==> config.mk <==
export PLATFORM = sky130hd
export DESIGN_NAME = midi_note_encoder_flat
export DESIGN_NICKNAME = d
export VERILOG_FILES = /design/src/rtl/midi_note_encoder_if.sv /design/src/rtl/midi_note_encoder.sv /design/src/flat_wrapper.sv
export SDC_FILE = /design/constraint.sdc
export NUM_CORES = 1
export LEC_CHECK = 0
export ABC_AREA = 1
export BUFFER_PORTS_ARGS = -buffer_cell sky130_fd_sc_hd__buf_2
export CAP_MARGIN = 30
export CORE_UTILIZATION = 59
export CTS_CLUSTER_SIZE = 25
export DETAILED_ROUTE_END_ITERATION = 8
export GPL_TIMING_DRIVEN = 1
export PLACE_DENSITY_LB_ADDON = 0.1
export SLEW_MARGIN = 20
export SYNTH_ARGS = -nofsm -noshare
export SYNTH_HDL_FRONTEND = slang
export SYNTH_SLANG_ARGS = --single-unit
export TNS_END_PERCENT = 1
==> constraint.sdc <==
create_clock -name iCLK -period 1.8 [get_ports iCLK]
set_input_delay 0.54 -clock iCLK [delete_from_list [all_inputs] [get_ports iCLK]]
set_output_delay 0.54 -clock iCLK [all_outputs]
set_load 0.02 [all_outputs]
==> src/rtl/midi_note_encoder_if.sv <==
// Request/serial-output bundle between a note source and the MIDI note encoder.
interface midi_note_encoder_if;
  logic       iNoteOn;
  logic       iNoteOff;
  logic [6:0] iNoteNumber;
  logic [6:0] iVelocity;
  logic [3:0] iMidiCh;
  logic       oReady;
  logic       oMidiTx;
  logic [7:0] oTxByte;
  logic       oTxByteStb;

  modport master (
    output iNoteOn, iNoteOff, iNoteNumber, iVelocity, iMidiCh,
    input  oReady, oMidiTx, oTxByte, oTxByteStb
  );

  modport slave (
    input  iNoteOn, iNoteOff, iNoteNumber, iVelocity, iMidiCh,
    output oReady, oMidiTx, oTxByte, oTxByteStb
  );
endinterface

==> src/rtl/midi_note_encoder.sv <==
// Encodes note-on/off requests as MIDI channel-voice messages and shifts them
// out as back-to-back 8N1 UART frames, optionally using running status.
module midi_note_encoder #(
  parameter int unsigned pClkHz   = 48000000,
  parameter int unsigned pBaud    = 31250,
  parameter int unsigned pRunStat = 1
) (
  input  logic                  iCLK,
  input  logic                  inRST,
  midi_note_encoder_if.slave    if_midi
);

  localparam int unsigned DIV   = pClkHz / pBaud;
  localparam int unsigned CNT_W = (DIV > 1) ? $clog2(DIV) : 1;
  localparam int unsigned BITS  = 10;

  typedef enum logic [1:0] {IDLE, STATUS, DATA1, DATA2} state_t;

  state_t           r_state;
  state_t           w_state_nxt;
  logic [CNT_W-1:0] r_baud_cnt;
  logic [3:0]       r_bit_cnt;
  logic [8:0]       r_shift;
  logic             r_tx;
  logic             r_ready;
  logic             r_tx_stb;
  logic [7:0]       r_tx_byte;
  logic [7:0]       r_last_status;
  logic [6:0]       r_note;
  logic [7:0]       r_data2;

  logic             w_accept;
  logic             w_skip;
  logic             w_start;
  logic             w_bit_end;
  logic             w_frame_end;
  logic [7:0]       w_req_status;
  logic [7:0]       w_req_data2;
  logic [7:0]       w_start_byte;

  assign w_bit_end   = (r_baud_cnt == CNT_W'(DIV - 1));
  assign w_frame_end = w_bit_end && (r_bit_cnt == 4'(BITS - 1));

  // Request decode: note-off wins over note-on when both strobes are high.
  always_comb begin
    w_req_status = {4'h9, if_midi.iMidiCh};
    w_req_data2  = {1'b0, if_midi.iVelocity};
    if (if_midi.iNoteOff) begin
      if (pRunStat != 0) begin
        w_req_data2 = 8'h00;
      end else begin
        w_req_status = {4'h8, if_midi.iMidiCh};
        w_req_data2  = 8'h40;
      end
    end
    w_skip   = (pRunStat != 0) && (w_req_status == r_last_status);
    w_accept = (r_state == IDLE) && (if_midi.iNoteOn || if_midi.iNoteOff);
  end

  // Next state and byte-start control.
  always_comb begin
    w_state_nxt  = r_state;
    w_start      = 1'b0;
    w_start_byte = 8'h00;
    case (r_state)
      IDLE: begin
        if (w_accept) begin
          w_start = 1'b1;
          if (w_skip) begin
            w_state_nxt  = DATA1;
            w_start_byte = {1'b0, if_midi.iNoteNumber};
          end else begin
            w_state_nxt  = STATUS;
            w_start_byte = w_req_status;
          end
        end
      end
      STATUS: begin
        if (w_frame_end) begin
          w_state_nxt  = DATA1;
          w_start      = 1'b1;
          w_start_byte = {1'b0, r_note};
        end
      end
      DATA1: begin
        if (w_frame_end) begin
          w_state_nxt  = DATA2;
          w_start      = 1'b1;
          w_start_byte = r_data2;
        end
      end
      DATA2: begin
        if (w_frame_end) begin
          w_state_nxt = IDLE;
        end
      end
      default: w_state_nxt = IDLE;
    endcase
  end

  // State register, request latch and bit serialiser.
  always_ff @(posedge iCLK or negedge inRST) begin
    if (!inRST) begin
      r_state       <= IDLE;
      r_ready       <= 1'b1;
      r_tx          <= 1'b1;
      r_tx_stb      <= 1'b0;
      r_tx_byte     <= 8'h00;
      r_last_status <= 8'h00;
      r_note        <= 7'h00;
      r_data2       <= 8'h00;
      r_shift       <= 9'h1FF;
      r_baud_cnt    <= '0;
      r_bit_cnt     <= 4'd0;
    end else begin
      r_state  <= w_state_nxt;
      r_ready  <= (w_state_nxt == IDLE);
      r_tx_stb <= w_start;
      if (w_accept) begin
        r_note  <= if_midi.iNoteNumber;
        r_data2 <= w_req_data2;
        if (!w_skip) begin
          r_last_status <= w_req_status;
        end
      end
      if (w_start) begin
        r_tx_byte  <= w_start_byte;
        r_tx       <= 1'b0;
        r_shift    <= {1'b1, w_start_byte};
        r_baud_cnt <= '0;
        r_bit_cnt  <= 4'd0;
      end else if (r_state != IDLE) begin
        if (w_bit_end) begin
          r_baud_cnt <= '0;
          if (w_frame_end) begin
            r_tx      <= 1'b1;
            r_bit_cnt <= 4'd0;
          end else begin
            r_tx      <= r_shift[0];
            r_shift   <= {1'b1, r_shift[8:1]};
            r_bit_cnt <= r_bit_cnt + 4'd1;
          end
        end else begin
          r_baud_cnt <= r_baud_cnt + CNT_W'(1);
        end
      end
    end
  end

  assign if_midi.oReady     = r_ready;
  assign if_midi.oMidiTx    = r_tx;
  assign if_midi.oTxByte    = r_tx_byte;
  assign if_midi.oTxByteStb = r_tx_stb;

endmodule

==> src/flat_wrapper.sv <==
// flat-port wrapper written by rule: the top's interface ports become plain ports
module midi_note_encoder_flat 
#(
  parameter int unsigned pClkHz   = 48000000,
  parameter int unsigned pBaud    = 31250,
  parameter int unsigned pRunStat = 1
)
  (iCLK, inRST, if_midi_iNoteOn, if_midi_iNoteOff, if_midi_iNoteNumber, if_midi_iVelocity, if_midi_iMidiCh, if_midi_oReady, if_midi_oMidiTx, if_midi_oTxByte, if_midi_oTxByteStb);
  midi_note_encoder_if if_midi_i ();
  input  logic iCLK;
  input  logic inRST;
  input wire logic [$bits(if_midi_i.iNoteOn)-1:0] if_midi_iNoteOn;
  input wire logic [$bits(if_midi_i.iNoteOff)-1:0] if_midi_iNoteOff;
  input wire logic [$bits(if_midi_i.iNoteNumber)-1:0] if_midi_iNoteNumber;
  input wire logic [$bits(if_midi_i.iVelocity)-1:0] if_midi_iVelocity;
  input wire logic [$bits(if_midi_i.iMidiCh)-1:0] if_midi_iMidiCh;
  output wire logic [$bits(if_midi_i.oReady)-1:0] if_midi_oReady;
  output wire logic [$bits(if_midi_i.oMidiTx)-1:0] if_midi_oMidiTx;
  output wire logic [$bits(if_midi_i.oTxByte)-1:0] if_midi_oTxByte;
  output wire logic [$bits(if_midi_i.oTxByteStb)-1:0] if_midi_oTxByteStb;
  assign if_midi_i.iNoteOn = if_midi_iNoteOn;
  assign if_midi_i.iNoteOff = if_midi_iNoteOff;
  assign if_midi_i.iNoteNumber = if_midi_iNoteNumber;
  assign if_midi_i.iVelocity = if_midi_iVelocity;
  assign if_midi_i.iMidiCh = if_midi_iMidiCh;
  assign if_midi_oReady = if_midi_i.oReady;
  assign if_midi_oMidiTx = if_midi_i.oMidiTx;
  assign if_midi_oTxByte = if_midi_i.oTxByte;
  assign if_midi_oTxByteStb = if_midi_i.oTxByteStb;
  midi_note_encoder #(.pClkHz(pClkHz), .pBaud(pBaud), .pRunStat(pRunStat)) u_core (.iCLK(iCLK), .inRST(inRST), .if_midi(if_midi_i));
endmodule
# After elaboration in Yosys (flattened, before gate mapping)
# Cells that the tools add are included.
# Widths: inputs -> output; s select.
# word_totals
register_bits	57
input_bits	22
output_inout_bits	11
elab_cells	63
# op_classes
addsub	2
n_eq_ne	7
n_mux	30
bitwise	1
reduce_logical	12
# op_table
op	n
$mux 9	4
$mux 11	3
$mux 8	3
$pmux 8 s3	1
$mux 4	4
$mux 7	2
$add 11x1->11 const B	1
$eq 11x11->1 const B	1
$mux 2	5
$pmux 2 s4	1
$eq 6x6->1	1
$mux 1	6
$reduce_bool 2->1	3
$add 4x1->4 const B	1
$eq 2x2->1 const B	2
$eq 4x4->1 const B	1
$logic_not 2->1	2
$reduce_and 2->1	2
$reduce_and 3->1	1
$eq 2x1->1 const B	1
$logic_and 1x1->1	2
$ne 2x1->1 const B	1
$pmux 1 s2	1
$reduce_or 2->1	1
2 further kinds	2

# Longest topological paths before layout
# Gate-level depths: netlist of the first run.
# logic_depth
word_depth	6
depth_mapped	13
mapped_depth_nobuf	13

# Least setup slack after synthesis of the first run
# Ideal clock, no wire load.
# synth_path
path_type	register to register
start	reg u_core.r_bit_cnt[0]
end	reg u_core.r_baud_cnt[5]
setup_ns	0.071
t_arrival_ns	1.566
required_time_ns	1.729
path_slack_ns	0.163
path_stages_with_launch	12
n_path_buf	2
synth_period_minus_slack_ns	1.637
path_cell_list	dfrtp_1 -> ha_1 -> and3_1 -> buf_6 -> nand4_2 -> nand2_2 -> nand2_8 -> nand2_4 -> nand2_4 -> buf_6 -> nand2_1 -> nor2_1
# synth_between
elab_chain_cells	5
word_cells_on_any_way	6
cone_classes	1 x eq/ne; 3 x mux; 2 x reduce/logical
# synth_lines
item	line_no	text
from (decl)	midi_note_encoder.sv:22	logic [3:0] r_bit_cnt;
from (signal assigned)	midi_note_encoder.sv:141	r_bit_cnt <= r_bit_cnt + 4'd1;
$eq 4x4->1 *	midi_note_encoder.sv:42	assign w_frame_end = w_bit_end && (r_bit_cnt == 4'(BITS - 1));
$logic_and 1x1->1 *	midi_note_encoder.sv:42	
$mux 1 *	midi_note_encoder.sv:79, midi_note_encoder.sv:86	
$pmux 1 s2 *	midi_note_encoder.sv:65	case (r_state)
$mux 11 / $reduce_bool 2->1 (equally long branches)	--	
to (signal assigned)	midi_note_encoder.sv:144	r_baud_cnt <= r_baud_cnt + CNT_W'(1);
to (decl)	midi_note_encoder.sv:21	logic [CNT_W-1:0] r_baud_cnt;
# Every way passes the cells marked *; elsewhere a longest branch is shown, timed or not.
# A chain may end at the register's enable or synchronous reset.

# Worst setup path in the final report of the first run
# layout_path
start	reg u_core.r_bit_cnt[1]
end	reg u_core.r_bit_cnt[0]
# layout_between
elab_chain_cells	6
word_cells_on_any_way	11
cone_classes	1 x eq/ne; 6 x mux; 4 x reduce/logical
# layout_lines
item	line_no
$eq 4x4->1 *	midi_note_encoder.sv:42
$logic_and 1x1->1 *	midi_note_encoder.sv:42
$mux 1 / $mux 4 (equally long branches)	midi_note_encoder.sv:79, midi_note_encoder.sv:86, midi_note_encoder.sv:135
$pmux 1 s2 / $mux 4 (equally long branches)	midi_note_encoder.sv:65, midi_note_encoder.sv:133
$reduce_bool 2->1 (no source line) / $mux 4 (equally long branches)	--
$reduce_and 2->1 (no source line) / $mux 4 (equally long branches)	--
# Every way passes the cells marked *; elsewhere a longest branch is shown, timed or not. The select of a mux whose other input is x is not followed.

==> reports/summary.txt, run 1 <==
Syn_nets: 404
R2R setup slack: 0.11 ns
P_leak: 1.97 nW
Fin Clk Skew: 0.0119 ns
Routed WL: 7010 microns
Syn Std Cell Area: 3060 sq um
Total power: 0.00201 W
Fillers: 378
Die width: 74.1 microns
Status: complete, no violations
# nets final: 456
Worst Path Max Fanout: 6
Core Rows: 25
P per Cell Area: 560 nW/um^2
Area grow syn2layout: 17.1%
Top cells by area, synth: dfrtp_1 (37%), nand2_1 (13%), dfstp_2 (8.6%)
Final setup vio count: 0
Clk sinks: 55
Seq/Total Area, Yosys: 45.3%
Tmin final: 1.69 ns
Post-route DRC: 0
Cts bufs inserted: 5
TritonCTS clock tree: yes
Share of the synthesized area in the top cell type: 36.7%
FMAX: 591 MHz
Routed WL per cell: 14.2 microns
GR Util All Layers: 27.9%
Worst-case vdd ir drop: 0.000383 V
Worst min path class: input pin to asynchronous set/reset pin
Syn Area/Cell: 8.19 sq um
Period Utilization, post-route: 94.0%
Via density: 5.43
Placed Cells: 478
Worst Path Required: 2.03 ns
Clock Pin Slew Worst Setup and Hold Paths: 0.10 ns
Vias in the first global route: 2535
CTS Hold Bufs: 0
Max-Cap Viols: 0
Crit path DAT: 1.92 ns
Root Buffer: clkbuf_8
Detail Route Antenna Nets: 0
First-pass GRT wire length: 11500 microns
Vias: 2680
Core area: 4850 sq um
Ant. Diodes: 0
Number of failing hold endpoints at the final stage: 0
Routability cong.: 0.906
Worst-Margin Slew: 0.426 ns
Area occupied by registers: 1390 sq um
Synth warn: 0
Synth Instances: 374
PortBufs: 32
Dpl hpwl: 4980 microns
Layout Cells excl Fill: 494
Final slew viol count: 0
Worst-Skew Late Latency: 0.31 ns
Area of the multi-input gates: 1450 sq um
Initial DRC Count: 191
Most frequent cells in the layout: nand2_1 (106), dfrtp_1 (45), inv_1 (42)
Slew HR: 71.4%
Library cells used by synthesis: 38
Crit path kind: register to register
Share of cells above drive strength 1: 25.3%
I/O pins: 33
Die height: 74.1 microns
Starting Density: 63.2%
Initial antenna violation count: 0
Commonest non-fill, non-tap cell in the layout: nand2_1
Unrepaired setup endpoints after global routing: yes
Total grt overflow: 0
# H-tree levels: 2
Post-synth top area cell: dfrtp_1
Die Area: 5490 sq um
Pre-antenna DRT Iters: 4
Largest net degree at the start of global routing: 56
Longest Clk Path Bufs: 2
Flops & latches, synth: 55
Worst setup EP type: register
Worst setup SP type: register
==> sequential cells by signal (all words and copies together) (netlist names), 2 cells and up <==
| register | cells |
|---|---|
| u_core.r_state | 2 |
| u_core.r_data2 | 7 |
| u_core.if_midi.oTxByte | 8 |
| u_core.r_bit_cnt | 4 |
| u_core.r_last_status | 5 |
| u_core.r_note | 7 |
| u_core.r_shift | 8 |
| u_core.r_baud_cnt | 11 |
==> metal layers <==
| metal | routed length (microns) | vias to the layer above | part of all wire [%] | track usage [%] |
|---|---|---|---|---|
| met2 | 3390 | 87 | 48 | 46.2 |
| met5 | 0 | - | 0 | 0 |
| li1 | - | 1303 | - | - |
| met4 | 127 | 0 | 1.8 | 10.0 |
| met1 | 3220 | 1278 | 46 | 36.9 |
| met3 | 274 | 12 | 3.9 | 4.61 |
==> cells in the mapped netlist <==
library cell	number
clkbuf_1	4
buf_2	4
ha_1	8
inv_2	1
nand4_2	1
inv_4	1
o311ai_0	2
nand2_4	5
inv_1	45
nand4_1	2
o21ai_2	6
or2_2	1
dfrtp_1	45
nor2_1	22
o311ai_1	6
xnor2_1	1
nand2_1	107
xor2_1	7
nand2_8	1
buf_4	1
dfstp_2	10
buf_6	3
o22ai_1	7
clkinv_1	1
clkinv_2	1
o21ai_1	3
nor3_4	1
a21oi_1	4
nor2_4	2
nand2_2	3
nand3_1	36
nor2_8	1
nor3b_1	1
o21ai_0	24
o21bai_1	4
o31ai_4	1
and3_1	1
nor3_1	1
==> final cells by class <==
cell class / count / share of cell area [%]
Multi-Input combinational cell: 258 / 40.3
Tap cell: 67 / 2.34
Clock inverter: 1 / 0.139
Timing Repair Buffer: 57 / 10.8
Clock buffer: 7 / 2.41
Sequential cell: 55 / 38.7
Inverter: 49 / 5.30
==> worst paths after layout <==
check | depth (start not counted) | end | startpoint
worst max-delay path | 10 | u_core.r_bit_cnt[0]$_DFFE_PN0P_ | u_core.r_bit_cnt[1]$_DFFE_PN0P_
worst min-delay path | 2 | u_core.if_midi.oTxByte[6]$_DFFE_PN0N_ | inRST
worst max register to register | 10 | u_core.r_bit_cnt[0]$_DFFE_PN0P_ | u_core.r_bit_cnt[1]$_DFFE_PN0P_
worst min register to register | 2 | u_core.if_midi.oTxByte[1]$_DFFE_PN0N_ | u_core.if_midi.oTxByte[1]$_DFFE_PN0N_
max in group asynchronous | 2 | u_core.if_midi.oMidiTx$_DFFE_PN1P_ | inRST
min in group iCLK | 3 | u_core.r_data2[6]$_DFFE_PN0N_ | if_midi_iVelocity[6]
==> cells by family after synthesis <==
kind of cell,synth area share (%)
adder cells (fa/ha/maj),3.27
flip-flops,45.3
buffers and inverters,8.62
AND/OR/NAND/NOR,28.3
AO/OA/AOI/OAI,12.2
XOR/XNOR,2.29
==> repair_timing <==
action | 4_1_cts | 5_1_grt
pin swaps | 1 | 6
endpoints found under the setup margin | 4 | 32
buffers inserted | 2 | 6
gates resized for setup | 0 | 14
==> where the power goes <==
group	internal (W)	leakage [nW]	switching, W
registers	0.00124	0.597	0
logic	0.0000258	1.32	0.0000473
clock network	0.000312	0.0482	0.000390
==> worst max-delay path, cell delays in order (launching register included) <==
cell	delay [ns]
dfrtp_1	0.41
inv_1	0.06
ha_1	0.18
and3_4	0.20
buf_4	0.16
nand2_4	0.10
clkinv_2	0.08
buf_4	0.16
nor2_1	0.08
nand2_1	0.07
o21ai_2	0.13
==> metrics by stage <==
stage	instance area (sq um)	util [%]	setup WS [ns]	hold slack [ns]	TNS, ns
after global placement	3380	69.8	0.0169	0.459	0
after global routing	3590	74.0	-0.00721	0.221	-0.00721
after detailed placement	3380	69.8	-0.0489	0.464	-0.0725
after CTS	3500	72.3	0.00246	0.223	0
final	3590	74.0	0.108	0.216	0
after floorplan	3060	-	0.163	0.244	0
Note: power is estimated with default switching activity, not from simulation.
==> run 2: changes to the inputs <==
--- a/config.mk
+++ b/config.mk
@@ -8,7 +8,7 @@
 export ABC_AREA = 1
 export BUFFER_PORTS_ARGS = -buffer_cell sky130_fd_sc_hd__buf_2
 export CAP_MARGIN = 30
-export CORE_UTILIZATION = 59
+export CORE_UTILIZATION = 40
 export CTS_CLUSTER_SIZE = 25
 export DETAILED_ROUTE_END_ITERATION = 8
 export GPL_TIMING_DRIVEN = 1
==> run 2 against run 1 <==
Effect of this change:
- setup slack lost 0.027 ns
- die area grew 46%
- critical path depth shrank 2
- utilization shrank 24 points
- critical path type unchanged
- largest power group unchanged
==> reports/summary.txt, run 2 (same netlist as run 1, synthesis figures left out) <==
Post-route DRC: 0
Final slew viol count: 0
Hold WS: 0.213 ns
First-pass GRT wire length: 11800 microns
Clock Pin Slew Worst Setup and Hold Paths: 0.10 ns
Detail Route Antenna Nets: 0
Worst setup EP type: register
Net Sw Frac: 21.3%
Vias: 2558
Net Switching: 0.000462 W
Final setup vio count: 0
Core Rows: 31
Cts bufs inserted: 5
Largest Register: u_core.r_baud_cnt
Status: complete, no violations
Initial antenna violation count: 0
Period Utilization, post-route: 95.5%
Clock share of power: 39.9%
Routability cong.: 0.839
Worst-Margin Slew: 0.418 ns
Number of failing hold endpoints at the final stage: 0
Worst path most repeated cell: inv_1
Worst Path Max Fanout: 14
P per Cell Area: 596 nW/um^2
Worst Path Required: 2.04 ns
Worst min path class: input pin to asynchronous set/reset pin
Share of cells above drive strength 1: 25.2%
Internal: 0.00171 W
Dpl hpwl: 5190 microns
Metal2 WL: 3200 microns
Die width: 89.5 microns
Flop pwr share: 56.8%
Commonest non-fill, non-tap cell in the layout: nand2_1
Largest register FFs: 11
Worst-Skew Late Latency: 0.31 ns
Vias in the first global route: 2532
Largest net degree at the start of global routing: 56
Pre-antenna DRT Iters: 4
TNS Setup: 0 ns
Longest Clk Path Bufs: 2
Core area: 7330 sq um
Clk sinks: 55
Met3 routed WL: 225 microns
Initial DRC Count: 105
Slew HR: 71.9%
Fin Clk Skew: 0.0114 ns
Worst setup SP type: register
P_leak: 1.99 nW
Die height: 89.5 microns
PortBufs: 32
Max-Cap Viols: 0
FMAX: 582 MHz
Area grow syn2layout: 19.0%
# nets final: 457
Die Area: 8010 sq um
Crit path kind: register to register
Layout Utilization: 49.8%
Slowest-stage cell, CP: dfrtp_1
Logic pwr share: 3.3%
Starting Density: 41.8%
Tmin final: 1.72 ns
GR Util All Layers: 19.3%
Most frequent cells in the layout: nand2_1 (107), dfrtp_1 (45), inv_1 (43)
DR top layer: met4
CP peak stage delay: 0.39 ns
CTS Hold Bufs: 0
M1 wire length: 3360 microns
Worst-case vdd ir drop: 0.000462 V
Final setup margin: 0.0817 ns
# H-tree levels: 2
Crit path DAT: 1.96 ns
Total grt overflow: 0
Via density: 4.85
I/O pins: 33
Routed WL: 6860 microns
Ant. Diodes: 0
TritonCTS clock tree: yes
Dpl ws: -0.0697 ns
Root Buffer: clkbuf_8
Routed WL per cell: 13.0 microns
Unrepaired setup endpoints after global routing: yes
CP Cell Sequence: inv_1 > ha_1 > o21ai_2 > inv_2 > nand2_1 > inv_1 > o21ai_1 > nor2_1
==> run 2: final timing paths <==
check,cells after the start,slack [ns],endpoint,from
worst max register to register,8,0.08,u_core.if_midi.oReady$_DFF_PN1_,u_core.r_state[0]$_DFF_PN0_
max in group asynchronous,2,1.30,u_core.r_shift[6]$_DFFE_PN1P_,inRST
min in group iCLK,3,0.47,u_core.r_data2[0]$_DFFE_PN0N_,if_midi_iVelocity[0]
worst max-delay path,8,0.08,u_core.if_midi.oReady$_DFF_PN1_,u_core.r_state[0]$_DFF_PN0_
worst min-delay path,2,0.21,u_core.r_baud_cnt[2]$_DFFE_PN0P_,inRST
worst min register to register,2,0.48,u_core.if_midi.oTxByte[3]$_DFFE_PN0N_,u_core.if_midi.oTxByte[3]$_DFFE_PN0N_
==> run 2: area by class of cell <==
type	instances	area [sq um]
inverter	49	196
fill	738	3680
timing repair buffer	58	384
tap	99	124
clock buffer	6	82.6
multi-input combinational	258	1440
sequential	55	1390
clock inverter	2	35.0
==> run 2: repair_timing <==
| action | CTS | global route |
|---|---|---|
| setup buffers | 0 | 2 |
| resized for setup | 1 | 12 |
| pin swaps | 0 | 6 |
| setup endpoints to repair | 2 | 29 |
==> run 2: layer usage <==
| metal | track usage (%) | up-vias |
|---|---|---|
| met5 | 0 | - |
| li1 | - | 1316 |
| met1 | 25.3 | 1187 |
| met4 | 4.04 | 0 |
| met3 | 3.51 | 6 |
| met2 | 33.4 | 49 |
==> run 2: critical path: cells and delay by family, from the launching register on <==
kind,cells,cell delay (ns)
AO/OA/AOI/OAI,2,0.23
buffers and inverters,3,0.53
adder cells (fa/ha/maj),1,0.21
AND/OR/NAND/NOR,2,0.30
flip-flops,1,0.39
==> run 2: power groups by stage <==
stage	Clock [W]	Combinational, W	Sequential [W]
2_1_floorplan	0	0.0000142	0.00126
3_3_place_gp	0	0.0000744	0.00126
3_5_place_dp	0	0.0000742	0.00126
4_1_cts	0.000895	0.0000742	0.00124
5_1_grt	0.000952	0.0000834	0.00124
6_report	0.000868	0.0000707	0.00124
==> run 2: through the flow <==
stage	power [W]	instance area, sq um	cells
floorplan	0.00127	3060	374
global placement	0.00133	3480	517
detailed placement	0.00133	3480	517
CTS	0.00221	3590	525
global route	0.00227	3650	527
finish	0.00218	3650	527
==> run 3: changes to the inputs <==
--- a/config.mk
+++ b/config.mk
@@ -13,6 +13,7 @@
 export DETAILED_ROUTE_END_ITERATION = 8
 export GPL_TIMING_DRIVEN = 1
 export PLACE_DENSITY_LB_ADDON = 0.1
+export RECOVER_POWER = 100
 export SLEW_MARGIN = 20
 export SYNTH_ARGS = -nofsm -noshare
 export SYNTH_HDL_FRONTEND = slang
==> run 3 against run 2 <==
Effect of this change:
- largest power group unchanged
- register-to-register slack about the same
- utilization decreased by 0.48 points
- first-iteration DRC count decreased by 0.95%
- setup slack improved by 0.0034 ns
- sequential power about the same
- fmax increased by 0.20%
- worst hold slack improved by 0.26 ns
- cell count unchanged
==> reports/summary.txt, run 3 (same netlist as run 1, synthesis figures left out) <==
Detail Route Antenna Nets: 0
Clock share of power: 40.0%
Longest Clk Path Bufs: 2
Commonest non-fill, non-tap cell in the layout: nand2_1
# nets final: 457
Core area: 7330 sq um
Largest register FFs: 11
TritonCTS clock tree: yes
Worst min path class: input pin to register
GR Util All Layers: 19.3%
Die Area: 8010 sq um
Die width: 89.5 microns
Via density: 4.85
Worst-Margin Slew: 1.36 ns
Area after DPL: 3480 sq um
Largest Register: u_core.r_baud_cnt
Routed WL per cell: 13.0 microns
Area grow syn2layout: 17.9%
Logic pwr share: 3.0%
I/O pins: 33
Worst-Skew Late Latency: 0.31 ns
Worst Path Required: 2.04 ns
Post-route DRC: 0
Net Switching: 0.000461 W
Flop pwr share: 57.0%
First-pass GRT wire length: 11800 microns
PortBufs: 32
Dpl hpwl: 5190 microns
Total grt overflow: 0
Cts bufs inserted: 5
Vias in the first global route: 2532
Die height: 89.5 microns
Internal: 0.00171 W
CTS Hold Bufs: 0
Status: complete, no violations
Period Utilization, post-route: 95.3%
P per Cell Area: 601 nW/um^2
Worst Path Max Fanout: 14
Max-Cap Viols: 0
FMAX: 583 MHz
Worst setup EP type: register
Layout Utilization: 49.3%
Crit path kind: register to register
Routability cong.: 0.839
Final setup vio count: 0
Tmin final: 1.71 ns
Number of failing hold endpoints at the final stage: 0
Initial antenna violation count: 0
Crit path DAT: 1.96 ns
Ant. Diodes: 0
Largest net degree at the start of global routing: 56
Worst setup SP type: register
Worst-case vdd ir drop: 0.000390 V
Core Rows: 31
Root Buffer: clkbuf_8
# H-tree levels: 2
Fin Clk Skew: 0.0115 ns
Vias: 2556
Most frequent cells in the layout: nand2_1 (107), dfrtp_1 (45), inv_1 (43)
Pre-antenna DRT Iters: 4
Share of cells above drive strength 1: 22.4%
Unrepaired setup endpoints after global routing: yes
Final instance area: 3610 sq um
Final slew viol count: 0
Starting Density: 41.8%
Initial DRC Count: 104
Clock Pin Slew Worst Setup and Hold Paths: 0.10 ns
Net Sw Frac: 21.2%
Slew HR: 9.03%
Routed WL: 6870 microns
P_leak: 1.93 nW
Clk sinks: 55
-- run 3: cell count changes in the layout (fill, tap and decap cells not counted), sizes merged --
cell / delta
clkbuf: +14
buf: -14
-- run 3: what timing repair did --
item                       4_1_cts  5_1_grt
gates resized for setup          1       12
setup endpoints to repair        2       29
setup buffers                    0        2
cloned                           0        0
pin swaps                        0        6
-- run 3: metal layers --
| layer | vias to the layer above | GRT usage (%) | part of all wire [%] |
|---|---|---|---|
| li1 | 1316 | - | - |
| met1 | 1185 | 25.3 | 49 |
| met2 | 49 | 33.4 | 47 |
| met3 | 6 | 3.51 | 3.3 |
| met4 | 0 | 4.04 | 1.1 |
| met5 | - | 0 | 0 |
-- run 3: worst max-delay path, stage by stage, from the launching register on --
cell and delay [ns]:
dfrtp_1 0.38, inv_1 0.12, ha_1 0.21, o21ai_2 0.10
inv_2 0.20, nand2_1 0.19, inv_1 0.21, o21ai_1 0.13
nor2_1 0.11
-- run 3: layout make-up --
type / instances / area [sq um]
clock buffers: 6 / 82.6
clock inverters: 2 / 35.0
fillers: 747 / 3720
inverters: 49 / 196
multi-input cells: 258 / 1440
flip-flops and latches: 55 / 1390
well taps: 99 / 124
repair buffers: 58 / 349
-- run 3: final timing paths --
| check | startpoint | end | slack (ns) | cells past startpoint |
|---|---|---|---|---|
| setup / recovery | u_core.r_state[0]$_DFF_PN0_ | u_core.if_midi.oReady$_DFF_PN1_ | 0.09 | 8 |
| setup reg to reg | u_core.r_state[0]$_DFF_PN0_ | u_core.if_midi.oReady$_DFF_PN1_ | 0.09 | 8 |
| hold reg to reg | u_core.if_midi.oTxByte[3]$_DFFE_PN0N_ | u_core.if_midi.oTxByte[3]$_DFFE_PN0N_ | 0.48 | 2 |
| max in group asynchronous | inRST | u_core.r_last_status[3]$_DFFE_PN0N_ | 0.37 | 2 |
| min in group asynchronous | inRST | u_core.r_baud_cnt[2]$_DFFE_PN0P_ | 0.62 | 2 |
| hold / removal | if_midi_iVelocity[0] | u_core.r_data2[0]$_DFFE_PN0N_ | 0.47 | 3 |
-- run 3: metrics by stage --
step	hold slack (ns)	power [W]	TNS (ns)	worst slack [ns]	cells
5_1_grt	0.492	0.00227	-0.207	-0.0368	527
6_report	0.472	0.00217	0	0.0851	527
3_5_place_dp	0.465	0.00133	-0.132	-0.0697	517
3_3_place_gp	0.460	0.00133	-0.226	-0.102	517
4_1_cts	0.224	0.00221	0	0.0282	525
2_1_floorplan	0.244	0.00127	0	0.163	374
-- run 3: power groups by stage --
stage	combinational (W)	clock (W)	sequential, W
floorplan	0.0000142	0	0.00126
global placement	0.0000744	0	0.00126
detailed placement	0.0000742	0	0.00126
CTS	0.0000742	0.000895	0.00124
global route	0.0000787	0.000952	0.00124
finish	0.0000661	0.000868	0.00124
